`src/rtl/jesd204_tx_scrambler_64b66b.sv`:
```
// jesd204_tx_scrambler_64b66b
// Per-lane JESD204C 64B66B transmit scrambler (1 + x^39 + x^58, self-synchronous).
// Scrambles the 64-bit payload, forwards the sync header untouched, ties the
// adapter charisk to zero and flags illegal sync headers with a sticky error.
// Optional input register stage selects a latency of 1 or 2 cycles.

module jesd204_tx_scrambler_64b66b #(
  parameter int REGISTER_INPUTS = 0
) (
  input  logic        clk,
  input  logic        resetn,
  input  logic        scrambler_disable,
  input  logic        in_valid,
  input  logic [63:0] in_data,
  input  logic [1:0]  in_header,
  output logic        out_valid,
  output logic [63:0] out_data,
  output logic [1:0]  out_header,
  output logic [3:0]  out_charisk,
  output logic        header_error
);

  // Stream bit k is x[63-k]; history s[j] is the scrambled bit sent j+1 places
  // earlier. Feedback taps reach back 39 and 58 stream positions, reading the
  // current block's own output when the tap lands inside it. When bypassed the
  // payload passes through, but the returned word still becomes the history.
  function automatic logic [63:0] scramble_block(input logic [63:0] x,
                                                 input logic [57:0] s,
                                                 input logic        bypass);
    logic [63:0] y;
    logic        fb;
    y = '0;
    // Both taps fall in the history
    for (int k = 0; k < 39; k++) begin
      fb        = s[38 - k] ^ s[57 - k];
      y[63 - k] = x[63 - k] ^ (fb & ~bypass);
    end
    // x^39 tap inside the block, x^58 tap still in the history
    for (int k = 39; k < 58; k++) begin
      fb        = y[102 - k] ^ s[57 - k];
      y[63 - k] = x[63 - k] ^ (fb & ~bypass);
    end
    // Both taps inside the block
    for (int k = 58; k < 64; k++) begin
      fb        = y[102 - k] ^ y[121 - k];
      y[63 - k] = x[63 - k] ^ (fb & ~bypass);
    end
    return y;
  endfunction

  logic        w_vld_p0;
  logic [63:0] w_data_p0;
  logic [1:0]  w_hdr_p0;
  logic        w_dis_p0;
  logic [63:0] w_scr_p0;
  logic        w_hdr_bad_p0;

  logic        r_vld_p1;
  logic [63:0] r_data_p1;
  logic [1:0]  r_hdr_p1;
  logic        r_hdr_err_p1;
  logic [57:0] r_hist;

  generate
    if (REGISTER_INPUTS != 0) begin : g_in_reg
      logic        r_vld_p0;
      logic [63:0] r_data_p0;
      logic [1:0]  r_hdr_p0;
      logic        r_dis_p0;

      // ---- stage p0: optional input capture (disable travels with its block)
      always_ff @(posedge clk or negedge resetn) begin
        if (!resetn) begin
          r_vld_p0  <= 1'b0;
          r_data_p0 <= '0;
          r_hdr_p0  <= '0;
          r_dis_p0  <= 1'b0;
        end else begin
          r_vld_p0  <= in_valid;
          r_data_p0 <= in_data;
          r_hdr_p0  <= in_header;
          r_dis_p0  <= scrambler_disable;
        end
      end

      assign w_vld_p0  = r_vld_p0;
      assign w_data_p0 = r_data_p0;
      assign w_hdr_p0  = r_hdr_p0;
      assign w_dis_p0  = r_dis_p0;
    end else begin : g_in_direct
      assign w_vld_p0  = in_valid;
      assign w_data_p0 = in_data;
      assign w_hdr_p0  = in_header;
      assign w_dis_p0  = scrambler_disable;
    end
  endgenerate

  assign w_scr_p0     = scramble_block(w_data_p0, r_hist, w_dis_p0);
  assign w_hdr_bad_p0 = (w_hdr_p0[1] == w_hdr_p0[0]);

  // ---- stage p1: output register, history update and sticky header error
  always_ff @(posedge clk or negedge resetn) begin
    if (!resetn) begin
      r_vld_p1     <= 1'b0;
      r_data_p1    <= '0;
      r_hdr_p1     <= '0;
      r_hist       <= '0;
      r_hdr_err_p1 <= 1'b0;
    end else begin
      r_vld_p1 <= w_vld_p0;
      if (w_vld_p0) begin
        r_data_p1 <= w_scr_p0;
        r_hdr_p1  <= w_hdr_p0;
        // newest 58 transmitted bits are the low end of the output word
        r_hist    <= w_scr_p0[57:0];
        if (w_hdr_bad_p0) begin
          r_hdr_err_p1 <= 1'b1;
        end
      end
    end
  end

  assign out_valid    = r_vld_p1;
  assign out_data     = r_data_p1;
  assign out_header   = r_hdr_p1;
  assign out_charisk  = 4'b0000;
  assign header_error = r_hdr_err_p1;

endmodule

```
`config.mk`:
```
export PLATFORM = sky130hd
export DESIGN_NAME = jesd204_tx_scrambler_64b66b
export DESIGN_NICKNAME = d
export VERILOG_FILES = /design/src/rtl/jesd204_tx_scrambler_64b66b.sv
export SDC_FILE = /design/constraint.sdc
export NUM_CORES = 1
export LEC_CHECK = 0
export BUFFER_PORTS_ARGS = -buffer_cell sky130_fd_sc_hd__buf_2
export CAP_MARGIN = 20
export CELL_PAD_IN_SITES_DETAIL_PLACEMENT = 0
export CELL_PAD_IN_SITES_GLOBAL_PLACEMENT = 2
export CORE_ASPECT_RATIO = 0.9
export CORE_MARGIN = 4
export CORE_UTILIZATION = 32
export DETAILED_ROUTE_END_ITERATION = 10
export GPL_TIMING_DRIVEN = 0
export PLACE_DENSITY_LB_ADDON = 0.3
export SETUP_SLACK_MARGIN = 0.3
export SLEW_MARGIN = 20
export SYNTH_ARGS = -nofsm -noshare
export SYNTH_HDL_FRONTEND = slang
export SYNTH_SLANG_ARGS = --single-unit
```
`constraint.sdc`:
```
create_clock -name clk -period 3.8 [get_ports clk]
set_input_delay 0.57 -clock clk [delete_from_list [all_inputs] [get_ports clk]]
set_output_delay 0.57 -clock clk [all_outputs]
set_load 0.05 [all_outputs]
```
==> results of run 1 <==
## through the flow
step	total power [mW]	hold WS [ns]
after global placement	3.501	0.4384
after CTS	4.298	0.2482
after global routing	4.520	0.2714
final	4.252	0.2431
after floorplan	2.976	0.2744
after detailed placement	3.528	0.4521
## path summary, 6_finish.rpt
check,from,end,slack [ns],depth (start not counted)
setup reg to reg,out_data[31],out_data[17],2.36,4
setup / recovery,in_valid,out_data[57],2.03,5
min in group clk,in_valid,out_valid,0.35,1
max in group asynchronous,resetn,out_data[55],2.99,2
hold / removal,resetn,out_data[1],0.24,1
hold reg to reg,header_error,header_error,0.47,1
## per-layer routing
layer,vias up,global-route usage [%]
met5,-,0
met4,2,4.129
met3,13,6.307
met2,127,31.87
met1,1805,28.19
li1,1791,-
## registers in the layout, indices dropped and copies added (netlist names)
register,cells
out_data,64
out_valid,1
header_error,1
out_header,2
## layout make-up
class / count / share of cell area [%]
Timing Repair Buffer: 137 / 13.07
Clock buffer: 12 / 4.582
Tap cell: 164 / 3.815
Multi-Input combinational cell: 359 / 44.43
Sequential cell: 68 / 31.64
Buffer: 29 / 2.466
## power by group
group	switching [mW]	total (mW)	internal (mW)
combinational	1.41	2.26	0.849
clock	0.297	0.742	0.445
sequential	0.328	1.25	0.925
## cells in the final DEF (no fill, tap or decap)
master	netlist	layout
a31oi_1	25	25
buf_12	0	1
xnor2_1	116	116
dfrtp_1	68	68
clkbuf_1	12	14
nor2_1	103	103
a21oi_1	39	39
mux2_2	2	2
o21ai_0	25	25
a21o_1	1	1
clkbuf_8	0	1
conb_1	1	4
buf_1	6	6
or3_1	25	25
xnor2_2	19	19
clkbuf_16	0	9
buf_4	4	5
buf_2	7	142
## cell families after synthesis
family | count (synthesis) | share of synthesized area (%)
compound gates | 90 | 11.49
flops | 68 | 40.39
buf+inv | 29 | 3.148
simple gates | 128 | 12.89
xor+xnor | 135 | 31.45
other cells | 1 | 0.08901
mux | 2 | 0.5346
==> impl_metrics.toml, run 1 <==
[global_routing]
grt_pass1_wl_mm = 22.46
antenna_found_initial = 1
grt_max_degree = 43
track_usage_pct = 20.40
overflow = 0
grt_pass1_vias = 3818

[routing]
wl_per_cell_microns = 19.44
wl_met3_mm = 1.051
topRoutingLayerUsed = "met5"
via_per_inst = 4.861
drt-met1-wl_mm = 6.892
antenna_left = 0
dr.pass1.iters = 5
routed_wl_mm = 14.95
routed-via-count = 3738
met2_length_mm = 6.887
route.detailed.drc = 0
drtIter0Drc = 203

[place]
gp_congestion = 0.7807
place_hpwl_mm = 10.81
dp_cells = 757
place_worst_setup_slack_ns = 1.678
port_buffers = 136
place_area_sq_um = 5132

[cts]
clock_path_buffers = 2
cts_buffers = 9
cts-htree-levels = 3
cts_tree = "done"
cts_resized = 0
postCtsHoldBufs = 0
clkSinkCount = 68
clockRootBuffer = "clkbuf_16"
post_cts_buffers = 0
path_clk_slew_ns = 0.05
clock_latency_ns = 0.34

[die]
core_area_sq_um = 12780
die_x_microns = 128.9
ioPinCount = 142
rows = 39
dieArea_sq_um = 15070
start_util_pct = 32.95
die_h_microns = 116.9

[cells_and_area]
area_delta_synth_final_pct = 27.68
utilization_pct = 42.07
ff_latch_area_sq_um = 1702
num-fill-cells = 1340
n_antenna_cell = 0
final_nets = 674
drive_gt1_share_pct = 29.59
multi_input_area_sq_um = 2390
finalNonFillerCells = 769
final_area_sq_um = 5379

[logic_synthesis]
synth_area_sq_um = 4213
netlist_top_cells_area = "dfrtp_1 (40%), xnor2_1 (24%), nor2_1 (9.2%)"
synth_top_area_cell = "dfrtp_1"
syn_area_per_cell_sq_um = 9.300
synth_cell_types = 15
ys_seq_area_share_pct = 40.39
synth.most_common_cell = "xnor2_1"
yosys_warnings = 0
syn_inst = 453
synth-seq-cells = 68
yosysTopAreaCellShare_pct = 40.39
synth_edf_count = 0
async_flop_share_pct = 100.0
yosys_most_used_dff = "dfrtp_1"
yosys-top-cells-count = "xnor2_1 (116), nor2_1 (103), dfrtp_1 (68)"

[critical_path]
cp_cell_sequence = "buf_2, clkbuf_1, buf_2, buf_1, a21oi_1"
end_kind = "register"
cp-start-kind = "input port"
cpPeakStageDelay_ns = 0.65
worstPathRequired_ns = 3.98
cp_max_fo = 10
critPathKind = "input port to register"
path_delay_family = "buffers and inverters"
crit_slowest_cell = "buf_1"
cp.arrival_ns = 1.95
critPathBufInv = 4
path_common_cell = "buf_2"

[timing]
finClkSkew_ns = 0.003197
slew_viol_final = 0
rsz0062_at_grt = "no"
max_slew_margin_pct = 46.22
period_needed_ns = 1.768
fmax_mhz = 565.6
setup_viol = 0
hold_viol_final = 0
post-route-period-util_pct = 46.53
worstMarginPinSlew_ns = 0.8067
setup_tns_ns = 0
layout_setup_ws_ns = 2.032

[pwr]
p_leak_nw = 2.229
peakVddDrop_mv = 0.3249
p_per_area_nw_per_um2 = 790.5

[job]
maxCapViolCount = 0

[min_path]
hold_path_class = "input port to async pin"

[status]
outcome = "finished, final reports clean"
Note: power is estimated with default switching activity, not from simulation.
==> run 2: changes to the inputs <==
--- a/config.mk
+++ b/config.mk
@@ -11,7 +11,7 @@
 export CELL_PAD_IN_SITES_GLOBAL_PLACEMENT = 2
 export CORE_ASPECT_RATIO = 0.9
 export CORE_MARGIN = 4
-export CORE_UTILIZATION = 32
+export CORE_UTILIZATION = 30
 export DETAILED_ROUTE_END_ITERATION = 10
 export GPL_TIMING_DRIVEN = 0
 export PLACE_DENSITY_LB_ADDON = 0.3
==> constraint.sdc (replaced) <==
create_clock -name clk -period 1.7 [get_ports clk]
set_input_delay 0.255 -clock clk [delete_from_list [all_inputs] [get_ports clk]]
set_output_delay 0.255 -clock clk [all_outputs]
set_load 0.05 [all_outputs]
==> run 2 against run 1 <==
Net effect:
- setup slack lost 1.7 ns
- largest cell class unchanged
- largest power group unchanged
- critical path type is now register to output port
- global-route usage shrank 0.90 points
- clock power is 150% higher
- power up 140%
- highest routed layer is now met4
- critical path depth down 4
- combinational power rose by 140%
- register-to-register slack lost 2.0 ns
- hold slack worse by 0.21 ns
- flip-flop and latch count unchanged
- die area is 6.2% higher
- clock-buffer cell count rose by 3
- first-iteration DRC count down 8.9%
==> impl_metrics.toml, run 2 (synthesis gave the netlist of run 1 again) <==
[global_routing]
track_usage_pct = 19.51
grt_max_degree = 43
grt_pass1_vias = 3827
overflow = 0
antenna_found_initial = 0
grt_pass1_wl_mm = 23.19

[routing]
antenna_left = 0
wl_per_cell_microns = 19.23
dr.pass1.iters = 4
via_per_inst = 4.672
routed_wl_mm = 15.52
route.detailed.drc = 0
routed-via-count = 3770
drtIter0Drc = 185

[critical_path]
crit_slowest_cell = "dfrtp_2"
worstReg2RegEnd = "out_data[11]"
critPathBufInv = 1
cp_num_cells = 1
r2r_slack_ns = 0.34
path_delay_family = "flip-flops"
cp-start-kind = "register"
worstSetupStartpoint = "out_data[15]"
worstPathRequired_ns = 1.44
rr_worst_depth = 4
crit_end = "out_data[15]"
end_kind = "output port"
cpPeakStageDelay_ns = 0.47
reg2reg_from = "out_data[25]"
cp_cell_sequence = "buf_2"
cp_max_fo = 5
critPathKind = "register to output port"
cp.arrival_ns = 1.12

[cells_and_area]
num-fill-cells = 1390
finalNonFillerCells = 807
area_delta_synth_final_pct = 37.60
utilization_pct = 42.74
final_common_cell = "buf_2"
final_nets = 683
multi_input_area_sq_um = 2589
largest_reg_flops = 64
n_antenna_cell = 0
drive_gt1_share_pct = 43.53
ff_latch_area_sq_um = 1774
final_cell_mix = "buf_2 (142), nor2_1 (103), xnor2_1 (100), dfrtp_2 (58), a21oi_1 (39)"
final_area_sq_um = 5797

[timing]
setup_viol = 0
finClkSkew_ns = 0.007663
slew_viol_final = 0
max_slew_margin_pct = 39.98
post-route-period-util_pct = 81.13
worstMarginPinSlew_ns = 0.9002
whs_ns = 0.03120
period_needed_ns = 1.379
hold_viol_final = 0
rsz0062_at_grt = "yes"
fmax_mhz = 725.0

[cts]
cts_tree = "done"
path_clk_slew_ns = 0.06
cts_buffers = 9
clkSinkCount = 68
clockRootBuffer = "clkbuf_16"
clock_latency_ns = 0.35
clock_path_buffers = 2
cts-htree-levels = 3

[pwr]
p_leak_nw = 2.358
p_per_area_nw_per_um2 = 1775
p_total_mw = 10.29
peakVddDrop_mv = 0.8105

[die]
start_util_pct = 31.06
die_x_microns = 132.9
rows = 40
ioPinCount = 142
core_area_sq_um = 13560
die_h_microns = 120.4
dieArea_sq_um = 16010

[job]
maxCapViolCount = 0

[place]
place_area_sq_um = 5236
gp_congestion = 0.7936
port_buffers = 136
dp_cells = 782
place_hpwl_mm = 11.09

[min_path]
hold_path_class = "input port to register"

[status]
outcome = "finished, final reports clean"
run 2: changes by cell type in the layout (fill, tap and decap cells not counted), sizes merged:
cell	delta
dlygate4sd3	+1
buf	+5
clkinv	+1
clkbuf	+6
run 2: area by class of cell:
class | instances | area share (%)
Multi-Input combinational cell | 359 | 44.66
Sequential cell | 68 | 30.61
Clock inverter | 1 | 0.08634
Tap cell | 189 | 4.079
Buffer | 28 | 2.310
Timing Repair Buffer | 147 | 13.47
Clock buffer | 15 | 4.792
run 2: through the flow:
step	setup slack, ns	setup TNS (ns)
4_1_cts	0.3070	0
3_3_place_gp	-0.2932	-19.34
3_5_place_dp	-0.1690	-1.916
5_1_grt	0.2629	0
6_report	0.3208	0
2_1_floorplan	0.3144	0
run 2: per-layer routing:
| metal | GRT usage (%) | wire length (microns) |
|---|---|---|
| met1 | 27.32 | 7259 |
| met2 | 29.16 | 6950 |
| met3 | 5.824 | 1137 |
| met4 | 5.519 | 168 |
| met5 | 0 | 0 |
run 2: worst min path at each step:
| stage | from | endpoint | slack (ns) | cells past startpoint |
|---|---|---|---|---|
| after global placement | in_valid | out_valid | 0.38 | 1 |
| after global routing | in_valid | out_valid | 0.02 | 1 |
| final | in_valid | out_valid | 0.03 | 1 |
| after CTS | in_valid | out_valid | 0.02 | 1 |
| after detailed placement | resetn | out_data[58] | 0.31 | 1 |
| after floorplan | resetn | header_error | -0.04 | 0 |
run 2: repair_timing:
item | 4_1_cts | 5_1_grt
pin swaps | 1 | 24
gates resized for setup | 2 | 25
hold endpoints to repair | 41 | 0
buffers inserted | 0 | 9
hold buffers | 1 | 0
setup endpoints to repair | 13 | 31
run 2: where the power goes:
group / internal, mW / switching, mW / leakage, nW
clock: 1.11 / 0.732 / 0.140
sequential: 2.15 / 0.831 / 0.709
combinational: 2.22 / 3.24 / 1.51
==> run 3: changes to the inputs <==
==> constraint.sdc (replaced) <==
create_clock -name clk -period 1.4 [get_ports clk]
set_input_delay 0.21 -clock clk [delete_from_list [all_inputs] [get_ports clk]]
set_output_delay 0.21 -clock clk [all_outputs]
set_load 0.05 [all_outputs]
==> run 3 against run 2 <==
Net effect:
- sequential share of layout area is 8.2 points lower
- utilization increased by 16 points
- final cell count increased by 12%
- clock-buffer cell count fell by 3
- sequential power grew 22%
- via count rose by 13%
- register-to-register slack got worse by 0.33 ns
- non-clock buffer count is 94 higher
- critical path depth up 3
==> impl_metrics.toml, run 3 (synthesis gave the netlist of run 1 again) <==
[place]
gp_congestion = 0.7675
place_worst_setup_slack_ns = -0.4752
port_buffers = 136
place_hpwl_mm = 11.18

[critical_path]
cp-start-kind = "register"
critPathKind = "register to register"
worstPathRequired_ns = 1.65
cp.arrival_ns = 1.64
cp_max_fo = 4
end_kind = "register"

[die]
die_x_microns = 132.9
core_area_sq_um = 13560
die_h_microns = 120.4
ioPinCount = 142
dieArea_sq_um = 16010
start_util_pct = 31.06
rows = 40

[global_routing]
track_usage_pct = 21.03
grt_pass1_vias = 4302
grt_pass1_wl_mm = 25.34
overflow = 0
antenna_found_initial = 0
grt_max_degree = 49

[cells_and_area]
final_common_cell = "buf_6"
area_delta_synth_final_pct = 88.09
utilization_pct = 58.42
n_antenna_cell = 0
final_nets = 777
largest_reg_flops = 64
drive_gt1_share_pct = 60.53
num-fill-cells = 1157
final_cell_mix = "buf_6 (94), nor2_1 (89), buf_2 (77), xnor2_2 (68)"

[cts]
path_clk_slew_ns = 0.06
cts_tree = "done"
clkSinkCount = 68
clock_path_buffers = 2
clockRootBuffer = "clkbuf_16"
cts-htree-levels = 3
cts_buffers = 9
clock_latency_ns = 0.34

[timing]
max_slew_margin_pct = 53.68
whs_ns = 0.02780
period_needed_ns = 1.388
hold_viol_final = 0
post-route-period-util_pct = 99.12
fmax_mhz = 720.6
layout_setup_ws_ns = 0.01228
worstMarginPinSlew_ns = 0.6949
rsz0062_at_grt = "yes"
slew_viol_final = 0
setup_viol = 0
finClkSkew_ns = 0.004894
setup_tns_ns = 0

[routing]
via_per_inst = 4.727
routed-via-count = 4259
wl_per_cell_microns = 19.26
routed_wl_mm = 17.35
drtIter0Drc = 219
route.detailed.drc = 0
dr.pass1.iters = 4
antenna_left = 0

[job]
maxCapViolCount = 0

[pwr]
peakVddDrop_mv = 1.226
p_per_area_nw_per_um2 = 2106
p_leak_nw = 3.457

[status]
outcome = "finished, final reports clean"

[min_path]
hold_path_class = "input port to register"
-- run 3: final timing paths --
kind	start	end	slack [ns]	cells past startpoint
max	out_data[18]	out_data[24]	0.01	4
min	in_valid	out_valid	0.03	1
max reg2reg	out_data[18]	out_data[24]	0.01	4
min reg2reg	out_header[0]	out_header[0]	0.55	1
max in group asynchronous	resetn	out_data[48]	0.50	3
min in group asynchronous	resetn	out_data[59]	0.32	2
-- run 3: final cells by class --
| class | instances | area (sq um) | share of cell area (%) |
|---|---|---|---|
| tap | 189 | 236.5 | 2.984 |
| clock inverter | 4 | 70.07 | 0.8843 |
| buffer | 29 | 153.9 | 1.942 |
| multi-input combinational | 359 | 2990 | 37.74 |
| timing repair buffer | 240 | 2432 | 30.70 |
| clock buffer | 12 | 266.5 | 3.363 |
| sequential | 68 | 1774 | 22.39 |
-- run 3: layer usage --
metal  routed length [microns]  up-vias  global-route usage (%)
met3                      1354        6                   4.908
met4                       129        0                   4.935
met5                         0        -                       0
met1                      7699     2108                   29.59
met2                      8166      146                   32.90
li1                          -     1999                       -
-- run 3: metrics by stage --
stage / instances / cell area, sq um / power [mW]
finish: 901 / 7924 / 16.69
global route: 901 / 7924 / 17.51
CTS: 851 / 6756 / 14.47
detailed placement: 782 / 5244 / 9.734
global placement: 781 / 5214 / 9.646
floorplan: 456 / 4297 / 8.194
-- run 3: where the power goes --
group | switching [mW] | internal (mW) | total (mW)
Sequential | 1.03 | 2.61 | 3.64
Clock | 0.885 | 1.70 | 2.59
Combinational | 4.89 | 5.57 | 10.5
-- run 3: repair_timing --
item	CTS	global route
buffers inserted	52	50
gates resized for setup	205	172
pin swaps	61	85
endpoints found under the hold margin	20	0
setup endpoints to repair	132	132
hold buffers	1	0
-- run 3: worst max-delay path: stages, from the launching register on --
cell	delay, ns
dfrtp_2	0.48
xnor2_2	0.16
xnor2_1	0.16
or3_1	0.32
a31oi_1	0.18
